### config.mk
export PLATFORM = sky130hd
export DESIGN_NAME = mux8_scan_ctrl
export DESIGN_NICKNAME = d
export VERILOG_FILES = /design/src/rtl/mux8_scan_ctrl.sv
export SDC_FILE = /design/constraint.sdc
export NUM_CORES = 1
export LEC_CHECK = 0
export BUFFER_PORTS_ARGS = -buffer_cell sky130_fd_sc_hd__buf_2
export CAP_MARGIN = 25
export CORE_MARGIN = 4
export CORE_UTILIZATION = 55
export DETAILED_ROUTE_END_ITERATION = 8
export PLACE_DENSITY = 0.87
export SKIP_LAST_GASP = 1
export SLEW_MARGIN = 10
export SYNTH_ARGS = -nofsm -noshare
export SYNTH_HDL_FRONTEND = slang
export SYNTH_SLANG_ARGS = --single-unit
### constraint.sdc
create_clock -name clk -period 5.6 [get_ports clk]
set_clock_uncertainty 0.05 [all_clocks]
set_input_delay 0.28 -clock clk [delete_from_list [all_inputs] [get_ports clk]]
set_output_delay 0.28 -clock clk [all_outputs]
set_load 0.05 [all_outputs]
### src/rtl/mux8_scan_ctrl.sv
// rtl/mux8_scan_ctrl.sv - 8-to-1 mux scan sequencer: holds a word and steps select through a frame (optional MUX8_SCAN_REPEAT_EN adds i_repeat)
module mux8_scan_ctrl #(
    parameter int BIT_CYCLES = 1,
    parameter bit MSB_FIRST  = 1'b0
) (
    input  logic       clk,
    input  logic       rst,
`ifdef MUX8_SCAN_REPEAT_EN
    input  logic       i_repeat,
`endif
    input  logic       load_valid,
    input  logic [7:0] load_data,
    output logic       load_ready,
    output logic [7:0] mux_in,
    output logic [2:0] s,
    output logic       en_bar,
    output logic       busy,
    output logic       done
);

    typedef enum logic {
        ST_IDLE  = 1'b0,
        ST_SHIFT = 1'b1
    } state_t;

    localparam logic [2:0] S_START = MSB_FIRST ? 3'd7 : 3'd0;
    localparam logic [7:0] CNT_MAX = 8'(BIT_CYCLES - 1);

    state_t     r_state;
    logic [7:0] r_mux_in;
    logic [2:0] r_s;
    logic       r_en_bar;
    logic       r_busy;
    logic       r_done;
    logic [2:0] r_idx;
    logic [7:0] r_cnt;

    logic       w_repeat;
    logic       w_accept;
    logic       w_cnt_wrap;
    logic       w_last;
    state_t     w_next_state;
    logic [2:0] w_nxt_idx;
    logic [7:0] w_nxt_cnt;
    logic       w_done_nxt;

`ifdef MUX8_SCAN_REPEAT_EN
    assign w_repeat = i_repeat;
`else
    assign w_repeat = 1'b0;
`endif

    assign load_ready = (r_state == ST_IDLE);
    assign mux_in     = r_mux_in;
    assign s          = r_s;
    assign en_bar     = r_en_bar;
    assign busy       = r_busy;
    assign done       = r_done;

    // Next bit index / hold counter and look-ahead of the final frame cycle so done is registered
    always_comb begin
        w_accept     = (r_state == ST_IDLE) && load_valid;
        w_cnt_wrap   = (r_cnt == CNT_MAX);
        w_last       = (r_state == ST_SHIFT) && w_cnt_wrap && (r_idx == 3'd7);
        w_nxt_idx    = 3'd0;
        w_nxt_cnt    = 8'd0;
        w_next_state = r_state;
        if (r_state == ST_SHIFT) begin
            if (w_cnt_wrap) begin
                w_nxt_idx = r_idx + 3'd1;
                w_nxt_cnt = 8'd0;
            end else begin
                w_nxt_idx = r_idx;
                w_nxt_cnt = r_cnt + 8'd1;
            end
        end
        if (w_accept) begin
            w_next_state = ST_SHIFT;
        end else if (w_last && !w_repeat) begin
            w_next_state = ST_IDLE;
        end
        w_done_nxt = (w_next_state == ST_SHIFT) && (w_nxt_idx == 3'd7) && (w_nxt_cnt == CNT_MAX);
    end

    // Frame FSM: capture on accept, step select on each counter wrap, release enable after bit 7
    always_ff @(posedge clk or posedge rst) begin
        if (rst) begin
            r_state  <= ST_IDLE;
            r_mux_in <= 8'h00;
            r_s      <= S_START;
            r_en_bar <= 1'b1;
            r_busy   <= 1'b0;
            r_done   <= 1'b0;
            r_idx    <= 3'd0;
            r_cnt    <= 8'd0;
        end else begin
            r_state <= w_next_state;
            r_idx   <= w_nxt_idx;
            r_cnt   <= w_nxt_cnt;
            r_done  <= w_done_nxt;
            case (r_state)
                ST_IDLE: begin
                    r_s <= S_START;
                    if (w_accept) begin
                        r_mux_in <= load_data;
                        r_en_bar <= 1'b0;
                        r_busy   <= 1'b1;
                    end
                end
                ST_SHIFT: begin
                    if (w_last) begin
                        // Restart at START either for a repeated frame or for the idle position
                        r_s <= S_START;
                        if (!w_repeat) begin
                            r_en_bar <= 1'b1;
                            r_busy   <= 1'b0;
                        end
                    end else if (w_cnt_wrap) begin
                        r_s <= MSB_FIRST ? (r_s - 3'd1) : (r_s + 3'd1);
                    end
                end
                default: begin
                    r_state <= ST_IDLE;
                end
            endcase
        end
    end

endmodule

==> results of run 1 <==
==> metal layers <==
layer / vias to the layer above / wire length [microns]
met5: - / 0
met4: 0 / 52
met3: 8 / 158
met2: 49 / 1300
met1: 483 / 1080
li1: 463 / -
==> kinds of logic after synthesis <==
logic type               count (synthesis)  share of synthesized area [%]
AO/OA/AOI/OAI                           21                           11.4
XOR/XNOR                                 6                           4.03
adder cells (fa/ha/maj)                  5                           4.79
buffers and inverters                   11                           5.18
flip-flops                              26                           50.0
multiplexers                             8                           6.90
AND/OR/NAND/NOR                         40                           17.7
==> stage by stage <==
step / power, mW / hold slack [ns] / instances
3_3_place_gp: 0.685 / 0.405 / 165
3_5_place_dp: 0.701 / 0.418 / 165
4_1_cts: 0.829 / 0.103 / 169
2_1_floorplan: 0.608 / 0.269 / 117
5_1_grt: 0.876 / 0.0925 / 171
6_report: 0.826 / 0.114 / 171
==> path summary, 6_finish.rpt <==
| path | endpoint | slack, ns |
|---|---|---|
| setup / recovery | done | 3.43 |
| hold reg to reg | busy | 0.45 |
| setup reg to reg | done | 3.43 |
| min in group asynchronous | mux_in[3] | 0.37 |
| max in group asynchronous | en_bar | 4.66 |
| hold / removal | mux_in[1] | 0.11 |
==> cell usage after synthesis (4+ instances only) <==
cell type | number | area (sq um)
sky130_fd_sc_hd__inv_1 | 6 | 22.5
sky130_fd_sc_hd__nand2_1 | 12 | 45.0
sky130_fd_sc_hd__nand3_1 | 7 | 35.0
sky130_fd_sc_hd__a21o_1 | 4 | 30.0
sky130_fd_sc_hd__ha_1 | 5 | 62.6
sky130_fd_sc_hd__nor2_1 | 6 | 22.5
sky130_fd_sc_hd__mux2_1 | 6 | 67.6
sky130_fd_sc_hd__a21oi_1 | 8 | 40.0
sky130_fd_sc_hd__or3_1 | 4 | 25.0
sky130_fd_sc_hd__dfrtp_1 | 25 | 626
==> worst max-delay path, cell delays in order (launching register included) <==
cell,delay [ns]
sky130_fd_sc_hd__dfrtp_1,0.49
sky130_fd_sc_hd__inv_1,0.07
sky130_fd_sc_hd__ha_1,0.19
sky130_fd_sc_hd__nor3b_4,0.16
sky130_fd_sc_hd__and2_1,0.27
sky130_fd_sc_hd__or4_4,0.56
sky130_fd_sc_hd__a2111oi_4,0.29
==> power by group <==
| group | internal (mW) | total (mW) | leakage, nW | switching, mW |
|---|---|---|---|---|
| sequential | 0.253 | 0.295 | 0.325 | 0.0425 |
| combinational | 0.117 | 0.401 | 0.346 | 0.285 |
| clock | 0.0724 | 0.129 | 0.0279 | 0.0565 |
==> state kept, by name, indices dropped and copies added, names as in the netlist <==
register and cells:
mux_in 8, r_cnt 8, r_idx 3, s 3, busy 1, done 1, en_bar 1, r_state 1
==> what timing repair did <==
item / in CTS / in global routing
buffers inserted: 0 / 0
hold endpoints to repair: 0 / 5
hold buffers: 0 / 1
setup endpoints to repair: 0 / 0
==> cell usage in the layout (no fill, tap or decap), types with 2 or more instances in the layout <==
| cell | synthesis | routed |
|---|---|---|
| sky130_fd_sc_hd__xor2_1 | 3 | 3 |
| sky130_fd_sc_hd__dfrtp_1 | 25 | 25 |
| sky130_fd_sc_hd__nand2_1 | 12 | 12 |
| sky130_fd_sc_hd__mux2_1 | 6 | 6 |
| sky130_fd_sc_hd__or3_1 | 4 | 4 |
| sky130_fd_sc_hd__a21o_1 | 4 | 4 |
| sky130_fd_sc_hd__clkbuf_4 | 0 | 3 |
| sky130_fd_sc_hd__mux2_2 | 2 | 2 |
| sky130_fd_sc_hd__ha_1 | 5 | 5 |
| sky130_fd_sc_hd__nor2_1 | 6 | 6 |
| sky130_fd_sc_hd__xnor2_1 | 3 | 3 |
| sky130_fd_sc_hd__buf_2 | 0 | 25 |
| sky130_fd_sc_hd__nand3_1 | 7 | 7 |
| sky130_fd_sc_hd__o21ai_0 | 3 | 3 |
| sky130_fd_sc_hd__inv_1 | 6 | 6 |
| sky130_fd_sc_hd__a21oi_1 | 8 | 8 |
==> final cells by class <==
class                   count  area (sq um)
clock inverters             1          30.0
clock buffers               3          22.5
fillers                   174           723
multi-input cells          80           586
well taps                  28          35.0
repair buffers             27           163
flip-flops and latches     26           652
inverters                   6          22.5
==> impl_summary.md, run 1 <==
Min path
The count of cells along the worst hold path is 2. The startpoint identified for the worst hold timing path is load_data[1]. The tightest min-delay check is of the input pin to flop type.

Placed design
Prior to clock tree synthesis, the placed netlist has a worst setup slack of 3.47 ns. The count of buffers inserted at the top-level ports is 25. The HPWL after detailed placement is between 1500 and 2000 microns. The final estimated routing congestion in global placement is between 0.9 and 1. The total cell area at the placement stage is 1420 sq um.

Logic synthesis
The unique cell type count in the Yosys netlist is 35. The number of nets in the synthesized netlist is between 100 and 150. The synthesized area divided by synthesized cell count is between 10 and 15 sq um. The portion of the post-synthesis area used by sequential elements is around 50%. Of all flip-flops after synthesis, the portion carrying an async set or reset was 100%.

During synthesis, Yosys emitted a total of 0 warnings. The cell count after synthesis is between 100 and 150. Among all flip-flop cells after synthesis, the most frequent one is sky130_fd_sc_hd__dfrtp_1. The post-synthesis sequential element count is 26.

The number of enable flip-flop cells after synthesis is 0. After synthesis the cells add up to around 1300 sq um.

Timing
The max-slew violation count is 0. The final worst setup slack is approximately 3.4 ns. Dividing the final minimum period by the clock period gives about two fifths. Setup repair after global routing left no endpoint under its margin. Counting I/O delays and the setup requirement, the final critical path takes between 2 and 2.5 ns. The final number of setup-violating endpoints is 0.

The max-slew headroom at the worst pin is a little over two fifths. For the pin with the worst max-slew slack, the measured transition is 0.853 ns. The highest attainable clock frequency is approximately 0.46 GHz. In the final timing run, aggregate negative setup slack is 0 ns. The number of hold-slack violations in the final timing report is 0.

Floorplanning
The initial standard-cell utilization of the core is roughly three fifths. The total core area is approximately 2200 sq um. The total I/O pin count is 26. The row count is 17.

The height of the die is roughly 57 microns. The area enclosed by the die boundary is around 3200 sq um. Measured along the x axis, the die boundary spans 56.7 microns.

Critical path
For the worst setup path, the data required time is approximately 5.8 ns. In this run the worst path has a maximum fanout of 9. The endpoint kind of the worst setup timing path is a flop. The source of the critical timing path is r_cnt[0].

The worst register-to-register path has a depth of 6. The class of the most critical setup path is flop to flop. The arrival time of the worst setup path is 2.35 ns.

The type of origin of the critical path is a flop. The startpoint of the most critical register-to-register path is r_cnt[0].

Global route
The met2 track demand over resource is around 30%. The met1 track demand over resource in global routing is between 20 and 25%. Entering global routing, the biggest net connects 27 pins. The total global-route track usage is between 10% and 20%. The number of antenna violations at the first check in global routing is 0. For this run the aggregate overflow at the end of global routing stands at 0.

The number of global-route vias before repair is 965. After global routing, the most crowded layer is met2. The first global-routing pass estimated 4520 microns of wire. Global routing used a little over 5% of the available met3 tracks.

Drt
The DRC violation total after the first TritonRoute iteration is ~50. In the routed layout, each cell is associated on average with a via count of approximately 5.9. Dividing the detail-routed wire length by the instance count gives approximately 15 microns.

The DRC violation count after routing is 0. The number of detailed-route iterations in the first pass is 4. The wire length after detailed routing is 2590 microns.

The number of nets with antenna violations after detailed routing is 0. The total number of vias is around 1,000.

Cells and area
0 antenna diodes ended up in the layout. The number of nets in the final layout is 160. After routing the design area is between 1500 and 2000 sq um. Compared with the post-synthesis result, the final layout area differs by 15.7%. The share of layout cells above drive strength 1 is 25.9%. Cells fill between 60% and 70% of the core in the end.

Clock network
CTS saw 26 sinks. The TritonCTS clock tree is done. The CTS clock-pin slew for the worst setup and hold paths is between 0.1 and 0.15 ns. Clock tree synthesis selected as its root buffer the cell sky130_fd_sc_hd__clkbuf_4. The number of buffers created by CTS is 3. In this run the number of H-tree levels came out at 1.

The number of gates resized after CTS was 0. For the worst-skew pair, the clock arrives at the later sink with an insertion delay of roughly 0.33 ns. The clock passes through at most 2 buffers.

Pwr
The static leakage is 0.699 nW. For this design the ratio of total power to cell area is 547 nW/um^2. VDD sags by at most roughly 0.00046 V.

Flow run
The max-capacitance violation count is 0.

Outcome
The run finished with clean final reports.
(Power assumes the default switching activity.)
==> run 2: changes to the inputs <==
- ABC_AREA: default -> 1
- CORE_UTILIZATION: 55 -> 48
- PLACE_DENSITY: 0.87 -> 0.81
- clock period: 5.6 -> 1.8 ns (I/O delays scaled with it)
==> run 2 against run 1 <==
Combinational power grew to 2.7 times the previous value. Sequential share of layout area shrank 1.7 points. Routed wire length is 0.93% lower. Largest cell class unchanged.
==> impl_summary.md, run 2 <==
Cells and area
In the layout the commonest cells are sky130_fd_sc_hd__nand2_1 (55), sky130_fd_sc_hd__dfrtp_1 (25), sky130_fd_sc_hd__buf_2 (25). The number of antenna repair diodes is 0 (unchanged). The number of nets in the final layout came to 209 (+31%). Compared with the post-synthesis result, the final layout area differs by 21.8%. The total non-filler cell area in the finished layout was 1570 sq um (+4.0%). The share of layout cells above drive strength 1 came to 25.0% (-0.87 points). The library cell used most frequently in the layout, excluding fill and tap cells, is sky130_fd_sc_hd__nand2_1.

Drt
The DRC violation count after routing is 0 (unchanged). The number of nets with antenna violations after detailed routing is 0 (unchanged). The wire length after detailed routing is 2570 microns (-0.93%). The via density per instance is 4.92 (-16%). The DRC violation total after the first TritonRoute iteration is 31 (-37%). The total number of vias is 1,093 (+9.0%). The number of detailed-route iterations in the first pass was 4 (unchanged). The average wire per cell in the routed design is 11.6 microns (-24%).

Floorplanning
The total core area came to 2520 sq um (+13%). The area enclosed by the die boundary came to 3580 sq um (+11%). The height of the die is 59.8 microns (+5.5%). The overall die width is 59.8 microns (+5.5%). The row count is 18 (+1). The total I/O pin count is 26 (unchanged). The initial standard-cell utilization of the core was 51.1% (-7.3 points).

Timing
The final worst setup slack is 0.184 ns (-3.25 ns). Setup repair after global routing left no endpoint under its margin. The max-slew violation count came to 0 (unchanged). The final sum of negative setup slack is 0 ns (unchanged). The share of the clock period used by the worst path was 89.8% (+51 points). The max-slew headroom at the worst pin is 65.9% (+23 points).

The number of hold-slack violations in the final timing report came to 0 (unchanged). The worst hold slack after final layout is 0.137 ns (+0.0227 ns). The final critical-path required period was 1.62 ns (-0.549 ns). The highest attainable clock frequency was 0.619 GHz (+34%). The final number of setup-violating endpoints is 0 (unchanged). The transition time at the pin with the least slew margin was 0.512 ns (-0.342 ns).

Pwr
The static leakage is 0.921 nW (+32%). The power per unit of standard cell area is 1430 nW/um^2 (+160%). The largest vdd supply drop is 0.00118 V (+160%). The sum of internal, switching and leakage power is 2.24 mW (+170%).

Clock network
The number of buffers created by CTS is 3 (unchanged). The H-tree depth reported by CTS was 1 (unchanged). The number of buffers on the longest clock path is 2 (unchanged). The sink count of the clock tree is 26 (unchanged). The post-cts gate resize count is 0 (unchanged). TritonCTS built the clock tree. The CTS clock-pin slew for the worst setup and hold paths is 0.13 ns (about the same). The count of buffers added by post-CTS timing repair for setup is 0 (unchanged). The hold-fix buffer count after cts is 9 (+9). The latest clock arrival within the worst-skew pair was 0.31 ns (-0.02 ns). CTS placed an instance of sky130_fd_sc_hd__clkbuf_4 at the clock tree root.

Logic synthesis
The cell count after synthesis came to 154 (+32%). The post-synthesis async set-or-reset flop share is 100% (unchanged). The unique cell type count in the Yosys netlist is 27 (-23%).

Sorting the synthesized cells by area gives the leading types as sky130_fd_sc_hd__dfrtp_1 (49%), sky130_fd_sc_hd__nand2_1 (16%), sky130_fd_sc_hd__ha_1 (4.9%), sky130_fd_sc_hd__inv_1 (4.7%), sky130_fd_sc_hd__nand3_1 (3.9%). The synthesized area divided by synthesized cell count is 8.37 sq um (-25%). The total nets after synthesis is 170 (+28%). The commonest cells after synthesis are sky130_fd_sc_hd__nand2_1 (55), sky130_fd_sc_hd__dfrtp_1 (25), sky130_fd_sc_hd__inv_1 (16), sky130_fd_sc_hd__nor2_1 (13), sky130_fd_sc_hd__nand3_1 (10). The share of the synthesized area in the top cell type was 48.5% (+0.61 points). The count of yosys warnings during synthesis came to 0 (unchanged). The most used flip-flop cell after synthesis is sky130_fd_sc_hd__dfrtp_1.

The post-synthesis sequential element count is 26 (unchanged). sky130_fd_sc_hd__dfrtp_1 takes more of the synthesized area than any other cell. The portion of the post-synthesis area used by sequential elements is 50.6% (+0.63 points).

The number of enable flip-flop cells after synthesis was 0 (unchanged). The most used standard cell by instance count after synthesis is sky130_fd_sc_hd__nand2_1. The cell area after synthesis was 1290 sq um (-1.2%).

Global route
The number of antenna violations at the first check in global routing is 0 (unchanged). The number of global-route vias before repair is 1,110 (+15%). The residual overflow from global routing is 0 (unchanged). The first-pass GRT wire length was 4570 microns (+1.2%).

The maximum number of pins on one net before global-route repair was 15 (-44%). The total global-route track usage was 16.8% (-1.2 points).

Critical path
The endpoint kind of the worst setup timing path is a flop. The minimum setup slack among reg-to-reg paths is 0.18 ns (-3.25 ns). The worst endpoint required time is 2.00 ns (-3.79 ns). The arrival time of the worst setup path came to 1.82 ns (-0.53 ns).

The number of buffer and inverter stages on the critical path is 2 (+1). Among all stages on the critical path, the largest delay is contributed by sky130_fd_sc_hd__dfrtp_1. In this design, the largest share of critical-path delay is due to simple AND/OR/NAND/NOR gates. Walking the worst path, the cells encountered are inv_1, ha_1, nand3_4, nor2_8, nand2_4, clkinv_2, nand2_1, nand2_2, nand3_1, nor2_1. The type of origin of the critical path is a flop. The startpoint of the most critical register-to-register path is r_cnt[0]. The class of the most critical setup path is flop to flop. The largest incremental delay on the critical path was 0.45 ns (-0.11 ns).

The capturing point of the worst reg2reg path is done. The highest net fanout along the worst path is 4 (-5). The cell depth of the worst flop-to-flop path was 10 (+4).

Placed design
The final estimated routing congestion in global placement is 0.851 (-10%). The pre-CTS setup slack is 0.199 ns (-3.27 ns). The count of buffers inserted at the top-level ports is 25 (unchanged).

The HPWL after detailed placement is 2020 microns (+4.4%). The total cell area at the placement stage is 1450 sq um (+2.4%).

Min path
For hold timing, the worst endpoint is mux_in[3]. The tightest min-delay check is of the input pin to flop type. The startpoint of the worst hold path is load_valid.

The count of cells along the worst hold path was 5 (+3).

Flow run
The max-capacitance violation count came to 0 (unchanged).

Outcome
The run finished with clean final reports.
-- run 2: cell types whose count changed after synthesis, moves of 4 or more --
cell and delta:
sky130_fd_sc_hd__inv_1 +10, sky130_fd_sc_hd__nand2_1 +43, sky130_fd_sc_hd__or3_1 -4, sky130_fd_sc_hd__a21oi_1 -7
sky130_fd_sc_hd__nor2_1 +7, sky130_fd_sc_hd__inv_2 +5, sky130_fd_sc_hd__a21o_1 -4, sky130_fd_sc_hd__mux2_1 -6
-- run 2: worst register-to-register path, stage by stage (launching register included) --
cell                       delay [ns]
sky130_fd_sc_hd__dfrtp_1         0.45
sky130_fd_sc_hd__inv_1           0.10
sky130_fd_sc_hd__ha_1            0.22
sky130_fd_sc_hd__nand3_4         0.11
sky130_fd_sc_hd__nor2_8          0.16
sky130_fd_sc_hd__nand2_4         0.07
sky130_fd_sc_hd__clkinv_2        0.08
sky130_fd_sc_hd__nand2_1         0.06
sky130_fd_sc_hd__nand2_2         0.06
sky130_fd_sc_hd__nand3_1         0.09
sky130_fd_sc_hd__nor2_1          0.12
-- run 2: layout make-up --
| type | instances | area (sq um) |
|---|---|---|
| Timing Repair Buffer | 36 | 230 |
| Fill cell | 205 | 952 |
| Sequential cell | 26 | 652 |
| Inverter | 23 | 87.6 |
| Multi-Input combinational cell | 103 | 537 |
| Clock buffer | 4 | 26.3 |
| Tap cell | 30 | 37.5 |
-- run 2: kinds of logic (layout without fill, tap and decap cells) --
logic type	count (synthesis)	count (layout)	synth area share, %
AND/OR/NAND/NOR	89	89	32.3
flip-flops	26	26	50.6
buffers and inverters	25	63	7.77
AO/OA/AOI/OAI	8	8	3.79
adder cells (fa/ha/maj)	5	5	4.85
XOR/XNOR	1	1	0.680
-- run 2: worst max path at each step --
stage / startpoint / endpoint / cells past startpoint
2_1_floorplan: r_cnt[0] / s[2] / 9
3_3_place_gp: r_cnt[0] / done / 10
3_5_place_dp: r_cnt[0] / done / 10
4_1_cts: r_cnt[0] / done / 10
5_1_grt: r_cnt[0] / done / 10
6_report: r_cnt[0] / done / 10
-- run 2: per-stage QoR --
step / utilization [%] / cells
3_5_place_dp: 57.6 / 209
5_1_grt: 62.3 / 222
6_report: 62.3 / 222
3_3_place_gp: 57.6 / 209
4_1_cts: 62.3 / 222
2_1_floorplan: - / 154
-- run 2: routing by layer --
layer  vias up  GRT usage [%]  wire, microns
li1        548              -              -
met1       511           20.9           1090
met2        30           29.3           1340
met3         4           2.59            104
met4         0           6.01             31
met5         -              0              0
-- run 2: where the power goes --
group          internal [mW]  leakage [nW]  switching (mW)
sequential             0.767         0.330           0.132
clock                 0.0865        0.0150           0.156
combinational          0.277         0.575           0.823
total                   1.13         0.921            1.11
==> run 3: changes to the inputs <==
--- a/config.mk
+++ b/config.mk
@@ -13,2 +13,3 @@
 export DETAILED_ROUTE_END_ITERATION = 8
+export GPL_ROUTABILITY_DRIVEN = 0
 export PLACE_DENSITY = 0.81
==> constraint.sdc (replaced) <==
create_clock -name clk -period 1.8 [get_ports clk]
set_clock_uncertainty 0.05 [all_clocks]
set_input_delay 0.27 -clock clk [delete_from_list [all_inputs] [get_ports clk]]
set_output_delay 0.27 -clock clk [all_outputs]
set_load 0.05 [all_outputs]
==> run 3 against run 2 <==
Final cell count down 3.6%. Non-clock buffer count down 8. Flip-flop and latch count unchanged. Sequential share of layout area up 2.2 points. Worst hold slack worse by 0.045 ns. Maximum frequency down 1.0%. Critical path depth unchanged. Clock power about the same. Global-route usage down 1.2 points. Setup slack worse by 0.017 ns. Sequential power about the same. Via count down 3.0%. Critical endpoint unchanged.
==> impl_summary.md, run 3 (synthesized netlist as in run 2, its figures left out) <==
Timing
The max-slew headroom at the worst pin was 66.1% (+0.20 points). Setup repair after global routing left no endpoint under its margin. The transition time at the pin with the least slew margin came to 0.509 ns (-0.00293 ns). The max-slew violation count is 0 (unchanged). The final critical-path required period is 1.63 ns (+0.0170 ns). The final sum of negative setup slack is 0 ns (unchanged). The final number of setup-violating endpoints is 0 (unchanged). The number of hold-slack violations in the final timing report is 0 (unchanged). The share of the clock period used by the worst path is 90.7% (+0.94 points).

The highest attainable clock frequency is 0.612 GHz (-1.0%).

Global route
The maximum number of pins on one net before global-route repair is 15 (unchanged). The first-pass GRT wire length is 4320 microns (-5.6%). The number of global-route vias before repair is 1,069 (-3.7%). The residual overflow from global routing is 0 (unchanged). The total global-route track usage is 15.6% (-1.2 points). The number of antenna violations at the first check in global routing is 0 (unchanged).

Flow run
The max-capacitance violation count is 0 (unchanged).

Placed design
The HPWL after detailed placement was 2020 microns (unchanged). The count of buffers inserted at the top-level ports was 25 (unchanged). The total cell area at the placement stage was 1450 sq um (unchanged).

Clock network
The CTS clock-pin slew for the worst setup and hold paths is 0.12 ns (about the same). The number of buffers created by CTS is 3 (unchanged). The count of buffers added by post-CTS timing repair for setup is 0 (unchanged). The H-tree depth reported by CTS was 1 (unchanged). The latest clock arrival within the worst-skew pair came to 0.31 ns (about the same). The sink count of the clock tree came to 26 (unchanged). The number of buffers on the longest clock path came to 2 (unchanged). In this run the clock root is driven by a sky130_fd_sc_hd__clkbuf_4. The post-cts gate resize count is 0 (unchanged). The TritonCTS clock tree is done. The hold-fix buffer count after cts is 1 (-8).

Critical path
The capturing point of the worst reg2reg path is done. STA classifies the critical path endpoint as a flop. The arrival time of the worst setup path is 1.83 ns (about the same). The class of the most critical setup path is flop to flop. The cell depth of the worst flop-to-flop path is 10 (unchanged). The minimum setup slack among reg-to-reg paths is 0.17 ns (-0.02 ns). The worst endpoint required time came to 2.00 ns (about the same). The highest net fanout along the worst path came to 4 (unchanged). The type of origin of the critical path is a flop. The worst register-to-register path begins at r_cnt[0].

Cells and area
In the layout the commonest cells are sky130_fd_sc_hd__nand2_1 (55), sky130_fd_sc_hd__dfrtp_1 (25), sky130_fd_sc_hd__buf_2 (25). The relative area change from synthesis to final layout is 15.6%. The share of layout cells above drive strength 1 came to 26.1% (+1.1 points). The total non-filler cell area in the finished layout is 1490 sq um (-5.1%). The most common cell after layout, fill and taps aside is sky130_fd_sc_hd__nand2_1. The fill cell total of the finished layout was 226 (+10%). The number of nets in the final layout is 201 (-3.8%). The number of antenna repair diodes is 0 (unchanged).

Outcome
The flow ran to the end, and the final reports show no timing, DRC or antenna violations.

Pwr
The power per unit of standard cell area is 1490 nW/um^2 (+4.2%). The static leakage is 0.887 nW (-3.6%). The largest vdd supply drop is 0.00117 V (-0.67%).

Floorplanning
The row count is 18 (unchanged). The initial standard-cell utilization of the core is 51.1% (unchanged). The total core area came to 2520 sq um (unchanged).

The height of the die is 59.8 microns (unchanged). The total I/O pin count is 26 (unchanged). The overall die width was 59.8 microns (unchanged). The area enclosed by the die boundary came to 3580 sq um (unchanged).

Min path
The terminating pin of the worst hold path is mux_in[5]. The count of cells along the worst hold path is 3 (-2). The path class of the tightest hold or removal check is input pin to flop. In this run the most critical hold path is launched from load_data[5].

Drt
The wire length after detailed routing came to 2440 microns (-5.0%). The number of detailed-route iterations in the first pass came to 4 (unchanged). The number of nets with antenna violations after detailed routing is 0 (unchanged). The average wire per cell in the routed design is 11.4 microns (-1.4%). The DRC violation count after routing is 0 (unchanged). The via density per instance is 4.95 (+0.61%). The total number of vias came to 1,060 (-3.0%). The DRC violation total after the first TritonRoute iteration is 22 (-29%).
## run 3: changes by cell type in the layout (fill, tap and decap cells not counted), sizes merged
| cell | change |
|---|---|
| dlygate4sd3 | -8 |
## run 3: worst max-delay path: stages (launching register included)
cell	delay, ns
sky130_fd_sc_hd__dfrtp_1	0.45
sky130_fd_sc_hd__inv_1	0.10
sky130_fd_sc_hd__ha_1	0.22
sky130_fd_sc_hd__nand3_4	0.11
sky130_fd_sc_hd__nor2_8	0.16
sky130_fd_sc_hd__nand2_4	0.07
sky130_fd_sc_hd__clkinv_2	0.08
sky130_fd_sc_hd__nand2_1	0.06
sky130_fd_sc_hd__nand2_2	0.06
sky130_fd_sc_hd__nand3_1	0.08
sky130_fd_sc_hd__nor2_1	0.13
## run 3: how the worst max path moves through the flow
stage          slack [ns]   end      from
3_3_place_gp         0.27  done  r_cnt[0]
4_1_cts              0.17  done  r_cnt[0]
5_1_grt              0.06  done  r_cnt[0]
2_1_floorplan        0.38  s[2]  r_cnt[0]
3_5_place_dp         0.20  done  r_cnt[0]
6_report             0.17  done  r_cnt[0]
## run 3: layout make-up
type	count	area [sq um]	share of cell area [%]
tap	30	37.5	2.52
timing repair buffer	28	150	10.1
sequential	26	652	43.7
clock buffer	4	26.3	1.76
multi-input combinational	103	537	36.0
inverter	23	87.6	5.88
## run 3: stage by stage
step | power [mW] | worst slack [ns] | hold slack [ns] | util [%] | cells
6_report | 2.21 | 0.167 | 0.0921 | 59.1 | 214
5_1_grt | 2.39 | 0.0626 | 0.0879 | 59.1 | 214
4_1_cts | 2.24 | 0.167 | 0.0853 | 59.1 | 214
3_5_place_dp | 1.99 | 0.199 | 0.281 | 57.6 | 209
3_3_place_gp | 1.96 | 0.269 | 0.250 | 57.6 | 209
2_1_floorplan | 1.74 | 0.378 | 0.259 | - | 154
## run 3: metal layers
| metal | wire length, microns | share of wire [%] | track usage, % | vias up |
|---|---|---|---|---|
| met5 | 0 | 0 | 0 | - |
| met4 | 21 | 0.86 | 5.38 | 0 |
| met3 | 105 | 4.3 | 2.38 | 4 |
| met2 | 1280 | 53 | 27.8 | 25 |
| met1 | 1030 | 42 | 19.0 | 503 |
| li1 | - | - | - | 528 |
## run 3: power by group
group | switching (mW) | internal, mW
Combinational | 0.814 | 0.266
Sequential | 0.128 | 0.766
Clock | 0.155 | 0.0866
Total | 1.10 | 1.12
